**config.mk**
```make
export PLATFORM = sky130hd
export DESIGN_NAME = instruction_fetch
export DESIGN_NICKNAME = d
export VERILOG_FILES = /design/src/rtl/macpu_pkg.sv /design/src/rtl/fetch_queue.sv /design/src/rtl/instruction_fetch.sv
export SDC_FILE = /design/constraint.sdc
export NUM_CORES = 1
export LEC_CHECK = 0
export BUFFER_PORTS_ARGS = -buffer_cell sky130_fd_sc_hd__buf_2
export CORE_ASPECT_RATIO = 1.4
export CORE_MARGIN = 3
export CORE_UTILIZATION = 59
export CTS_CLUSTER_SIZE = 25
export DETAILED_ROUTE_END_ITERATION = 10
export PLACE_DENSITY = 0.82
export SLEW_MARGIN = 20
export SYNTH_ARGS = -nofsm -noshare
export SYNTH_HDL_FRONTEND = slang
export SYNTH_HIERARCHICAL = 1
export SYNTH_SLANG_ARGS = --single-unit
```
**constraint.sdc**
```tcl
create_clock -name clk -period 8.5 [get_ports clk]
set_clock_uncertainty 0.1 [all_clocks]
set_input_delay 0.85 -clock clk [delete_from_list [all_inputs] [get_ports clk]]
set_output_delay 0.85 -clock clk [all_outputs]
set_load 0.005 [all_outputs]
```
**src/rtl/macpu_pkg.sv**
```systemverilog
// Shared CPU definitions: bus widths, fetch FSM states and the prefetch queue entry.
package macpu_pkg;

  localparam int ADDR_W = 16;
  localparam int DATA_W = 16;

  typedef enum logic [1:0] {
    IDLE,
    REQ,
    DISCARD
  } fetch_state_t;

  typedef struct packed {
    logic [ADDR_W-1:0] addr;
    logic [DATA_W-1:0] data;
  } fetch_entry_t;

endpackage

```
**src/rtl/fetch_queue.sv**
```systemverilog
// Synchronous prefetch FIFO holding {address, instruction} pairs; flush empties it in one edge.
module fetch_queue
  import macpu_pkg::*;
#(
  parameter  int DEPTH = 4,
  localparam int PTR_W = $clog2(DEPTH)
) (
  input  logic         clk,
  input  logic         n_rst,
  input  logic         push,
  input  fetch_entry_t push_entry,
  input  logic         pop,
  input  logic         flush,
  output fetch_entry_t head,
  output logic         full,
  output logic         empty,
  output logic [PTR_W:0] count
);

  fetch_entry_t     mem [DEPTH];
  logic [PTR_W-1:0] wr_ptr;
  logic [PTR_W-1:0] rd_ptr;
  logic             do_push;
  logic             do_pop;

  assign empty   = (count == '0);
  assign full    = (count == (PTR_W + 1)'(DEPTH));
  // A pop on empty is ignored; a push into a full queue only lands if a pop frees the slot.
  assign do_pop  = pop & ~empty;
  assign do_push = push & (~full | do_pop);

  // NOTE: sequential state uses non-blocking assignments so every register samples pre-edge values.
  always_ff @(posedge clk or negedge n_rst) begin
    if (!n_rst) begin
      wr_ptr <= '0;
      rd_ptr <= '0;
      count  <= '0;
    end else if (flush) begin
      wr_ptr <= '0;
      rd_ptr <= '0;
      count  <= '0;
    end else begin
      if (do_push) wr_ptr <= wr_ptr + 1'b1;
      if (do_pop)  rd_ptr <= rd_ptr + 1'b1;
      count <= count + {{PTR_W{1'b0}}, do_push} - {{PTR_W{1'b0}}, do_pop};
    end
  end

  // NOTE: storage is not reset; the head is masked to zero whenever the queue is empty instead.
  always_ff @(posedge clk) begin
    if (do_push && !flush) mem[wr_ptr] <= push_entry;
  end

  assign head = empty ? '0 : mem[rd_ptr];

endmodule

```
**src/rtl/instruction_fetch.sv**
```systemverilog
// Instruction fetch: single-outstanding memory read FSM, PC hold handshake, prefetch queue.
module instruction_fetch
  import macpu_pkg::*;
#(
  parameter int QDEPTH = 4
) (
  input  logic              clk,
  input  logic              n_rst,
  input  logic [ADDR_W-1:0] i_pc_address,
  output logic              o_pc_lock,
  output logic              o_pc_address_en,
  input  logic              i_flush,
  output logic              o_mem_req,
  output logic [ADDR_W-1:0] o_mem_addr,
  input  logic              i_mem_ack,
  input  logic [DATA_W-1:0] i_mem_data,
  output logic              o_instr_valid,
  output logic [DATA_W-1:0] o_instr,
  output logic [ADDR_W-1:0] o_instr_addr,
  input  logic              i_instr_ready
);

  localparam int CNT_W = $clog2(QDEPTH) + 1;

  fetch_state_t     state;
  fetch_state_t     state_nxt;
  logic             armed;
  logic             launch;
  logic             push;
  logic             pop;
  logic             q_full;
  logic             q_empty;
  logic [CNT_W-1:0] q_count;
  fetch_entry_t     head;

  // armed delays the first request to the second edge after reset release.
  always_ff @(posedge clk or negedge n_rst) begin
    if (!n_rst) begin
      state      <= IDLE;
      armed      <= 1'b0;
      o_mem_addr <= '0;
    end else begin
      state <= state_nxt;
      armed <= 1'b1;
      if (launch) o_mem_addr <= i_pc_address;
    end
  end

  // An ack always returns to IDLE: the PC advances on the ack edge, so the
  // following IDLE cycle is where the incremented address gets latched.
  always_comb begin
    // NOTE: every combinational output gets a default first so no path can infer a latch.
    state_nxt = state;
    launch    = 1'b0;
    push      = 1'b0;
    unique case (state)
      IDLE: begin
        if (armed && !i_flush && !q_full) begin
          state_nxt = REQ;
          launch    = 1'b1;
        end
      end
      REQ: begin
        if (i_mem_ack) begin
          push      = !i_flush;
          state_nxt = IDLE;
        end else if (i_flush) begin
          state_nxt = DISCARD;
        end
      end
      DISCARD: begin
        if (i_mem_ack) state_nxt = IDLE;
      end
      default: state_nxt = IDLE;
    endcase
  end

  assign o_mem_req       = (state != IDLE);
  assign o_pc_lock       = ~push;
  assign o_pc_address_en = n_rst & (state != DISCARD);
  assign o_instr_valid   = ~q_empty;
  assign o_instr         = head.data;
  assign o_instr_addr    = head.addr;
  assign pop             = o_instr_valid & i_instr_ready;

  fetch_queue #(
    .DEPTH(QDEPTH)
  ) u_queue (
    .clk       (clk),
    .n_rst     (n_rst),
    .push      (push),
    .push_entry('{addr: o_mem_addr, data: i_mem_data}),
    .pop       (pop),
    .flush     (i_flush),
    .head      (head),
    .full      (q_full),
    .empty     (q_empty),
    .count     (q_count)
  );

  a_no_overflow : assert property (@(posedge clk) disable iff (!n_rst) q_count <= CNT_W'(QDEPTH));

endmodule

```
==> summary.md, run 1 <==
| Metric | Value |
|---|---|
| Status | complete, no violations |
| Crit. End Element | output port |
| Net Sw Frac | slightly below 20% |
| CP max stage delay | about 900 ps |
| Top Ports | 89 |
| Hold WC Path Type | in -> async |
| Worst path bufs/invs | 1 |
| Die X | 91.8 um |
| Crit path required time | 7550 ps |
| Final period util | 37.3% |
| Total Power | roughly 1.8 mW |
| Power per Cell Area | ~240 nW/um^2 |
| Area grow syn2layout | 20.5% |
| Core area | about 10000 um^2 |
| Synth Register Bits | 154 |
| Std cell rows | 43 |
| Post CTS Setup Buffer Count | 0 |
| Overall routing resource usage | 21.5% |
| Setup TNS | 0 ps |
| Synth unique cells | 35 |
| # diodes | 0 |
| DR iter-0 viols | 261 |
| Synth Net Count | 343 |
| I/O Buffers | 88 |
| Antenna violations before repair | 0 |
| Hold Violations, Final | 0 |
| Worst-Margin Slew | 845 ps |
| Critical path depth in cells | 3 |
| Int Pwr | 1.43 mW |
| TritonCTS buffer count | 17 |
| Slew headroom | 43.7% |
| Most common cell after layout, fill and taps aside | edfxtp_1 |
| Clock power share | 44.5% |
| Post-synth EDFFs | 128 |
| Startpoint types | register |
| CP max stage cell | dfrtp_4 |
| Reg-to-reg startpoint | u_queue/count[1] |
| Cell Area, Synth | 6080 um^2 |
| Peak supply drop | 0.199 mV |
| Gate power share | 5.2% |
| Pre-antenna DRT Iters | 4 |
| Worst setup path category | reg -> out |
| Final setup violation count | 0 |
| Clk_lat worst skew | 410 ps |
| Synth async-reset ratio | 16.9% |
| Hold_ws | 357 ps |
| Period minus WS final | around 3200 ps |
| Leakage | 2.75 nW |
| WL final | ~11 mm |
| Critical Path Source | u_queue/rd_ptr[0] |
| CTS sink cnt | between 150 and 200 |
| Post-route ant nets | 0 |
| Internal reg-to-reg setup slack | 5930 ps |
| Total global routing overflow | 0 |
| Max cap viols | 0 |
| CTS Hold Bufs | 0 |
| DR DRC count | 0 |
| Register area share after synthesis | 73.9% |
| Max Clk Rate | 0.315 GHz |
| Synth Flop Type | edfxtp_1 |
| H-tree lvl count | 4 |
| Crit Path Max Fanout | 34 |
| R2r endpoint | u_queue/count[2] |
| Placed cells | 515 |
| First-pass GRT wire length | roughly 18 mm |
| # fillers | 627 |
| Top delay family on crit path | flip-flops |
| Layout cells sized above 1 | 44.3% |
| Die extent in y | 126 um |
| RSZ-0062 raised after global routing | no |
| Avg WL per Cell | 20.4 um |
| Worst EP arrival | 2220 ps |
| Final cell count without fillers | about 550 |
| Most frequent cells in the layout | edfxtp_1, buf_2, mux4_2 |
| Via count | 3050 |
| Maximum clock insertion buffer count | 2 |
| Syn_area_per_cell | 20.3 um^2 |
| Final Core Density | 73.2% |
| DP Wirelength | 6.45 mm |
| Initial cell density of the core | 60.8% |
| Crit path to | o_instr_addr[8] |
| Vias per inst | 5.57 |
| Psw | ~350 uW |
| CTS tree | done |
| Flop pwr share | 50.3% |
| CTS resizes | 0 |
| Cells after Synth | 300 |
| Placed Area | between 6000 and 7000 um^2 |
| Ys Warns | 6 |
| Design area | 7330 um^2 |
| Final Max Slew Viols | 0 |
| Largest net degree at the start of global routing | 36 |
| Vias in the first global route | 3330 |
| DIE AREA | between 10000 and 15000 um^2 |
| Setup WS post-layout | 5330 ps |
| Layout net count | around 440 |
| Clk slew on worst S/H paths | 60 ps |
| Pre-CTS WS | between 5000 and 6000 ps |
| FF-to-FF path depth | 11 |
| RD Place Congestion | 0.708 |
| Root Buffer | clkbuf_16 |
| Worst-path cell chain | mux4_2, nor2b_1, buf_2 |
-- cell families (layout without fill, tap and decap cells) --
| group | after synthesis | count (layout) | share of synthesized area, % |
|---|---|---|---|
| flip-flops | 154 | 154 | 73.9 |
| AND/OR/NAND/NOR | 59 | 59 | 6.54 |
| multiplexers | 50 | 50 | 15.2 |
| buffers and inverters | 20 | 133 | 1.79 |
| AO/OA/AOI/OAI | 8 | 8 | 0.844 |
| adder cells (fa/ha/maj) | 6 | 6 | 1.36 |
| XOR/XNOR | 2 | 2 | 0.288 |
| other | 1 | 1 | 0.0617 |
-- Yosys cell counts (3+ instances only) --
master	count	area share [%]
and2b_1	16	2.0
buf_2	3	0.25
buf_6	3	0.56
clkbuf_1	5	0.31
dfrtp_1	26	11
edfxtp_1	128	63
ha_1	5	1.0
inv_1	7	0.43
mux2_2	16	3.0
mux4_2	32	12
nor2_1	6	0.37
nor2b_1	18	1.9
nor3b_1	5	0.62
-- power groups by stage --
stage	clock [mW]	sequential (mW)	combinational (mW)
after floorplan	0	0.901	0.0429
after global placement	0	0.906	0.0902
after detailed placement	0	0.910	0.0932
after CTS	0.806	0.896	0.0943
after global routing	0.838	0.901	0.102
final	0.792	0.895	0.0929
-- area by class of cell --
| type | instances | area [um^2] | area share, % |
|---|---|---|---|
| flip-flops and latches | 154 | 4500 | 61.4 |
| multi-input cells | 126 | 1500 | 20.5 |
| repair buffers | 94 | 492 | 6.71 |
| clock buffers | 22 | 474 | 6.47 |
| well taps | 135 | 169 | 2.30 |
| clock inverters | 10 | 165 | 2.25 |
| inverters | 7 | 26.3 | 0.358 |
-- registers in the layout (all words and copies together) (netlist names) --
signal,count
state,2
u_queue/count,3
o_mem_addr,16
u_queue/wr_ptr,2
armed,1
u_queue/mem,128
u_queue/rd_ptr,2
-- routing by layer --
metal	share of wire, %	track usage [%]	wire [um]
met3	5.6	6.15	627
met4	2.5	9.54	278
met2	53	34.5	5880
met1	39	27.7	4370
met5	0	0	0
-- worst min-delay path by stage --
| stage | startpoint | endpoint | slack (ps) | depth (start not counted) |
|---|---|---|---|---|
| after CTS | n_rst | o_mem_addr[5] | 360 | 1 |
| final | n_rst | o_mem_addr[5] | 360 | 1 |
| after global routing | n_rst | o_mem_addr[5] | 380 | 1 |
| after floorplan | o_mem_addr[0] | u_queue/mem[0][16] | 410 | 0 |
| after detailed placement | o_mem_addr[5] | u_queue/mem[0][21] | 430 | 0 |
| after global placement | o_mem_addr[4] | u_queue/mem[3][20] | 410 | 0 |
No activity file was read; power rests on OpenSTA's default activity.
==> run 2: changes to the inputs <==
- ABC_AREA: not set -> 1
- CORE_UTILIZATION: 59 -> 57
- PLACE_DENSITY: 0.82 -> 0.79
- clock period: 8.5 -> 3.2 ns (I/O delays scaled with it)
==> run 2 against run 1 <==
  * Synthesized cell count is 88% higher
  * Sequential share of layout area down 2.3 points
  * Worst hold slack lost 320 ps
  * Utilization fell by 3.6 points
  * Count of clock-buffer cells in the layout increased by 3
  * Cell count increased by 48%
  * Critical path depth up 6
  * Via count increased by 43%
  * Non-clock buffer count is 6 higher
  * Routed wire length grew 15%
  * Largest power group unchanged
==> summary.md, run 2 <==
| Metric | Value |
|---|---|
| Status | complete, no violations |
| # diodes | 0 (unchanged) |
| Hold WC Path Type | in -> reg |
| Std cell rows | 45 (+4.7%) |
| Period minus WS final | 2720 ps |
| Area grow syn2layout | 18.8% |
| Number of flip-flops in the largest register | 128 (unchanged) |
| Final setup violation count | 0 (unchanged) |
| Cell Area, Synth | 6400 um^2 (+5.3%) |
| CTS sink cnt | 154 (unchanged) |
| Clk_lat worst skew | 420 ps (about the same) |
| Synth unique cells | 26 (-26%) |
| Synth Net Count | 608 (+77%) |
| Layout cells sized above 1 | 21.5% (-23 points) |
| Hold Violations, Final | 0 (unchanged) |
| Setup WS post-layout | 478 ps (-4850 ps) |
| CP max stage cell | nor2_4 |
| Worst path bufs/invs | 3 (+2) |
| Vias per inst | 5.37 (-3.5%) |
| Int Pwr | 3.70 mW (+160%) |
| Synth async-reset ratio | 16.9% (unchanged) |
| DIE AREA | 12600 um^2 (+8.5%) |
| Die X | 95.6 um (+4.1%) |
| Design area | 7610 um^2 (+3.8%) |
| Root Buffer | clkbuf_16 |
| Most frequent cell after synthesis | nand2_1 |
| Hold_ws | 32.1 ps (-324 ps) |
| DR iter-0 viols | 272 (+4.2%) |
| Synth Register Bits | 154 (unchanged) |
| WL final | 12.8 mm (+15%) |
| RSZ-0062 raised after global routing | no |
| Register area share after synthesis | 70.2% (-3.7 points) |
| Setup TNS | 0 ps (unchanged) |
| Max Clk Rate | approximately 0.37 GHz |
| Avg WL per Cell | 15.8 um (-22%) |
| Maximum clock insertion buffer count | 2 (unchanged) |
| Max cap viols | 0 (unchanged) |
| Clock power share | 42.8% (-1.7 points) |
| Pre-antenna DRT Iters | 5 (+1) |
| Via count | 4349 (+43%) |
| Top delay family on crit path | simple AND/OR/NAND/NOR gates |
| # fillers | 766 (+22%) |
| Synth Flop Type | edfxtp_1 |
| Worst setup path category | reg -> reg |
| Antenna violations before repair | 0 (unchanged) |
| Most common cell after layout, fill and taps aside | nand2_1 |
| Total global routing overflow | 0 (unchanged) |
| Most frequent cells in the layout | nand2_1, edfxtp_1, buf_2 |
| Peak supply drop | 0.441 mV (+120%) |
| Syn_area_per_cell | 11.3 um^2 (-44%) |
| Die extent in y | 131 um (+4.2%) |
| Crit. End Element | register |
| Crit Path Max Fanout | 17 (-50%) |
| Pre-CTS WS | 534 ps (-4880 ps) |
| Top cell type's share of synthesized area | 60.0% (-3.2 points) |
| Cells after Synth | 565 (+88%) |
| Initial cell density of the core | 58.6% (-2.1 points) |
| I/O Buffers | 88 (unchanged) |
| Psw | 1.03 mW (+190%) |
| Largest net degree at the start of global routing | 68 (+89%) |
| Synth cell count leaders | nand2_1, edfxtp_1, nor2_1 |
| Net Sw Frac | 21.7% (+1.9 points) |
| Layout net count | 699 (+58%) |
| Startpoint types | register |
| Biggest regs | u_queue/mem x128, o_mem_addr x16, u_queue/count x3 |
| TritonCTS buffer count | 17 (unchanged) |
| Core area | 10900 um^2 (+9.2%) |
| Flop pwr share | 51.1% (+0.8 points) |
| Gate power share | 6.1% (+0.9 points) |
| Worst EP arrival | 2740 ps (+520 ps) |
| Routed wl met3 | 630 um (+0.48%) |
| Crit path required time | 3220 ps (-4330 ps) |
| Uppermost layer routed | met4 |
| DR DRC count | 0 (unchanged) |
| RD Place Congestion | 0.727 (+2.7%) |
| Post-synth EDFFs | 128 (unchanged) |
| Final period util | between 80% and 90% |
| Final Max Slew Viols | 0 (unchanged) |
| Slew headroom | 42.2% (-1.4 points) |
| Leakage | 3.22 nW (+17%) |
| Placed Area | 6980 um^2 (+4.6%) |
| CP max stage delay | 590 ps (-290 ps) |
| Register name with the most flops | u_queue/mem |
| Total Power | 4.73 mW (+170%) |
| First-pass GRT wire length | 21.1 mm (+16%) |
| Synth area leader | edfxtp_1 |
| CTS resizes | 0 (unchanged) |
| Worst-path cell chain | nor2_1, nand2_1, inv_1, nor2_1, inv_1, nand3_1, nand3_1, nor2_4, buf_12 |
| DR WL met2 | 6.90 mm (+17%) |
| Worst-Margin Slew | 865 ps (+20.3 ps) |
| WL met1 | 5.07 mm (+16%) |
| H-tree lvl count | 4 (unchanged) |
| Power per Cell Area | 621 nW/um^2 (+160%) |
| DP Wirelength | 8.00 mm (+24%) |
| Clk slew on worst S/H paths | 60 ps (about the same) |
| Synth area leaders | edfxtp_1, dfrtp_1, nand2_1, nor2_1, o21ai_0 |
| Vias in the first global route | 4367 (+31%) |
| Top Ports | 89 (unchanged) |
| Ys Warns | 6 (unchanged) |
| Overall routing resource usage | 22.0% (+0.48 points) |
| CTS tree | done |
| Post-route ant nets | 0 (unchanged) |
-- run 2: cell families (layout without fill, tap and decap cells) --
family,Yosys count,after routing,share of synthesized area (%)
simple gates,282,282,18.0
flops,154,154,70.2
compound gates,68,68,5.65
buf+inv,52,156,4.61
fa+ha+maj,6,6,1.29
xor+xnor,2,2,0.274
other cells,1,1,0.0585
-- run 2: routing by layer --
metal / up-vias / track usage [%]
li1: 2105 / -
met1: 2093 / 27.1
met2: 131 / 37.2
met3: 20 / 5.38
met4: 0 / 7.83
met5: - / 0
-- run 2: final cells by class --
| cell class | count | area, um^2 | area share [%] |
|---|---|---|---|
| Tap cell | 141 | 176 | 2.32 |
| Timing Repair Buffer | 100 | 583 | 7.66 |
| Multi-Input combinational cell | 359 | 1650 | 21.6 |
| Inverter | 24 | 90.1 | 1.18 |
| Clock buffer | 25 | 549 | 7.22 |
| Sequential cell | 154 | 4500 | 59.1 |
| Clock inverter | 7 | 71.3 | 0.937 |
-- run 2: timing repair --
item | 4_1_cts | 5_1_grt
setup buffers | 0 | 0
hold buffers | 1 | 0
endpoints found under the hold margin | 26 | 0
-- run 2: path summary, 6_finish.rpt --
check	cells after the start	startpoint	slack, ps	end
min	1	i_mem_data[2]	30	u_queue/mem[0][2]
max	9	u_queue/count[1]	480	u_queue/mem[1][27]
min in group asynchronous	3	n_rst	320	o_mem_addr[7]
max in group asynchronous	3	n_rst	2390	u_queue/rd_ptr[0]
max reg2reg	9	u_queue/count[1]	480	u_queue/mem[1][27]
min reg2reg	0	o_mem_addr[10]	450	u_queue/mem[2][26]
-- run 2: per-stage QoR --
| step | std cells | utilization, % |
|---|---|---|
| after global placement | 777 | 63.9 |
| after global routing | 810 | 69.7 |
| final | 810 | 69.7 |
| after floorplan | 565 | - |
| after CTS | 810 | 69.7 |
| after detailed placement | 777 | 63.9 |
-- run 2: power groups by stage --
stage	clock (mW)	sequential, mW	combinational [mW]
after global routing	2.15	2.43	0.329
after global placement	0	2.44	0.281
after CTS	2.05	2.42	0.296
after detailed placement	0	2.45	0.294
after floorplan	0	2.42	0.140
final	2.02	2.42	0.290
==> run 3: changes to the inputs <==
- SYNTH_HIERARCHICAL: 1 -> not set
- TNS_END_PERCENT: not set -> 50
==> run 3 against run 2 <==
  * Sequential share of layout area increased by 0.80 points
  * Setup slack gained 110 ps
  * Sequential cell count unchanged
  * Worst hold slack got worse by 12 ps
  * Cell count is 0.99% lower
  * Routed wire length fell by 0.57%
  * Register-to-register slack better by 450 ps
  * Largest power group unchanged
  * Critical endpoint is now o_instr_addr[3]
  * Critical path depth shrank 3
  * Synthesized area fell by 1.5%
  * Combinational power increased to 5.2 times the previous value
  * Global-route usage fell by 0.50 points
==> summary.md, run 3 <==
| Metric | Value |
|---|---|
| Status | complete, no violations |
| Final period util | 81.8% (-3.3 points) |
| Internal reg-to-reg setup slack | 930 ps (+450 ps) |
| Hold Violations, Final | 0 (unchanged) |
| Hold WC Path Type | in -> reg |
| Largest net degree at the start of global routing | 67 (-1.5%) |
| Most frequent cell after synthesis | nand2_1 |
| Period minus WS final | 2620 ps (-106 ps) |
| Antenna violations before repair | 0 (unchanged) |
| Via count | 4301 (-1.1%) |
| WL final | 12.8 mm (-0.57%) |
| DR DRC count | 0 (unchanged) |
| Avg WL per Cell | 15.9 um (+0.42%) |
| Top cell type's share of synthesized area | 60.9% (+0.89 points) |
| Setup TNS | 0 ps (unchanged) |
| Layout cells sized above 1 | 22.1% (+0.61 points) |
| Syn_area_per_cell | 11.4 um^2 (+0.49%) |
| Peak supply drop | 0.649 mV (+47%) |
| Synth async-reset ratio | 16.9% (unchanged) |
| Most common cell after layout, fill and taps aside | nand2_1 |
| Synth Flop Type | edfxtp_1 |
| Hold wc startpoint | i_mem_data[14] |
| Slew headroom | 48.9% (+6.7 points) |
| Synth unique cells | 26 (unchanged) |
| Placed Area | 6880 um^2 (-1.5%) |
| Crit. End Element | output port |
| Top Ports | 89 (unchanged) |
| Placed cells | 769 (-1.0%) |
| Area grow syn2layout | 19.0% |
| Vias per inst | 5.36 (-0.12%) |
| # diodes | 0 (unchanged) |
| DIE AREA | 12400 um^2 (-1.4%) |
| Ys Warns | 0 (-6) |
| Synth Register Bits | 154 (unchanged) |
| H-tree lvl count | 4 (unchanged) |
| Worst hold stages | 1 (unchanged) |
| Max Clk Rate | 0.382 GHz (+4.1%) |
| Synth area leaders | edfxtp_1, dfrtp_1, nand2_1, nor2_1, a21oi_1 |
| Number of flip-flops in the largest register | 128 (unchanged) |
| Reg-to-reg startpoint | u_queue.count[1] |
| CP max stage delay | 580 ps (about the same) |
| RSZ-0062 raised after global routing | no |
| I/O Buffers | 88 (unchanged) |
| Crit path required time | 2780 ps (-440 ps) |
| DR iter-0 viols | 303 (+11%) |
| Register name with the most flops | u_queue.mem |
| Pre-antenna DRT Iters | 6 (+1) |
| Leakage | 3.22 nW (+0.25%) |
| # fillers | 772 (+0.78%) |
| Std cell rows | 44 (-2.2%) |
| Biggest regs | u_queue.mem x128, o_mem_addr x16, u_queue.count x3 |
| Synth cell count leaders | nand2_1, edfxtp_1, nor2_1 |
| Power per Cell Area | 824 nW/um^2 (+33%) |
| Cells after Synth | 554 (-1.9%) |
| Cell Area, Synth | 6310 um^2 (-1.5%) |
| Most frequent cells in the layout | nand2_1, edfxtp_1, buf_2 |
| RD Place Congestion | 0.804 (+11%) |
| Final setup violation count | 0 (unchanged) |
| CTS sink cnt | 154 (unchanged) |
| Final cell count without fillers | 802 (-0.99%) |
| CTS tree | done |
| First-pass GRT wire length | 19.9 mm (-5.7%) |
| Worst-Margin Slew | 765 ps (-99.8 ps) |
| Overall routing resource usage | 21.5% (-0.50 points) |
| FF-to-FF path depth | 12 (+3) |
| Layout net count | 695 (-0.57%) |
| Initial cell density of the core | 59.7% (+1.1 points) |
| Total global routing overflow | 0 (unchanged) |
| Design area | 7510 um^2 (-1.3%) |
| Die X | 94.9 um (-0.69%) |
| Register area share after synthesis | 71.2% (+1.0 points) |
| Worst EP arrival | 2200 ps (-540 ps) |
| Core area | 10600 um^2 (-3.2%) |
| Clk_lat worst skew | 420 ps (about the same) |
| R2r endpoint | u_queue.count[2] |
| CP max stage cell | inv_2 |
| Synth Net Count | 598 (-1.6%) |
| Post-synth EDFFs | 128 (unchanged) |
| Clk slew on worst S/H paths | 60 ps (about the same) |
| Final Max Slew Viols | 0 (unchanged) |
| Crit Path Max Fanout | 42 (+25) |
| Startpoint types | register |
| Synth area leader | edfxtp_1 |
| Worst setup path category | reg -> out |
| Maximum clock insertion buffer count | 2 (unchanged) |
| Vias in the first global route | 4068 (-6.8%) |
| Post-route ant nets | 0 (unchanged) |
| DP Wirelength | 7.73 mm (-3.4%) |
| Worst-path cell chain | inv_2, buf_4, nor2_1, o21ai_1, a21oi_1, buf_2 |
| TritonCTS buffer count | 17 (unchanged) |
| Hold EP | u_queue.mem[0][14] |
| Die extent in y | 131 um (-0.70%) |
| Root Buffer | clkbuf_16 |
| Max cap viols | 0 (unchanged) |
## run 3: changes by cell type after synthesis, sizes merged, moves of 3 or more
cell and delta:
o21ai -3, buf -5, nor2 -5, clkbuf +3, nand3 +16, nand4 -20
nand2 +4
## run 3: layout make-up
| class | count | area, um^2 | area share (%) |
|---|---|---|---|
| flip-flops and latches | 154 | 4500 | 59.9 |
| clock buffers | 20 | 489 | 6.51 |
| multi-input cells | 353 | 1570 | 21.0 |
| well taps | 138 | 173 | 2.30 |
| repair buffers | 104 | 563 | 7.50 |
| inverters | 21 | 81.3 | 1.08 |
| clock inverters | 12 | 134 | 1.78 |
## run 3: power breakdown
group          internal (mW)  total [mW]  switching, mW
Combinational          0.539        1.51          0.970
Clock                   1.27        2.02          0.758
Sequential              2.46        2.65          0.196
## run 3: worst max-delay path by stage
| stage | from | to | slack (ps) | depth (start not counted) |
|---|---|---|---|---|
| 3_5_place_dp | u_queue.count[1] | u_queue.count[2] | 930 | 12 |
| 2_1_floorplan | state[1] | u_queue.mem[0][0] | 440 | 5 |
| 4_1_cts | u_queue.rd_ptr[1] | o_instr_addr[3] | 610 | 6 |
| 5_1_grt | u_queue.rd_ptr[1] | o_instr_addr[3] | 490 | 6 |
| 6_report | u_queue.rd_ptr[1] | o_instr_addr[3] | 580 | 6 |
| 3_3_place_gp | u_queue.count[1] | u_queue.count[2] | 1090 | 11 |
## run 3: metal layers
metal	GRT usage [%]	vias up	part of all wire (%)
li1	-	2061	-
met1	25.8	2036	40
met2	35.7	172	51
met3	5.78	32	6.1
met4	10.9	0	2.7
met5	0	-	0
## run 3: what timing repair did
action,in CTS,in global routing
setup buffers,0,0
hold endpoints to repair,26,0
hold buffers,1,0
resized for setup,0,0
## run 3: critical path, delay by kind of cell (launching register included)
family	cells	cell delay, ps
AO/OA/AOI/OAI	2	210
flip-flops	1	420
AND/OR/NAND/NOR	1	70
buffers and inverters	3	1060
## run 3: metrics by stage
stage	setup slack [ps]	hold slack [ps]	total power [mW]	util (%)
4_1_cts	605	8.37	6.22	71.0
2_1_floorplan	443	-75.6	3.61	-
3_3_place_gp	1090	228	4.13	65.1
3_5_place_dp	928	230	4.19	65.1
5_1_grt	487	7.11	6.50	71.0
6_report	584	20.0	6.19	71.0
## run 3: kinds of logic after synthesis
family / count (synthesis) / share of synthesized area, %
flops: 154 / 71.2
buf+inv: 47 / 4.00
compound gates: 67 / 5.43
xor+xnor: 2 / 0.278
simple gates: 276 / 17.5
fa+ha+maj: 7 / 1.51
other cells: 1 / 0.0594
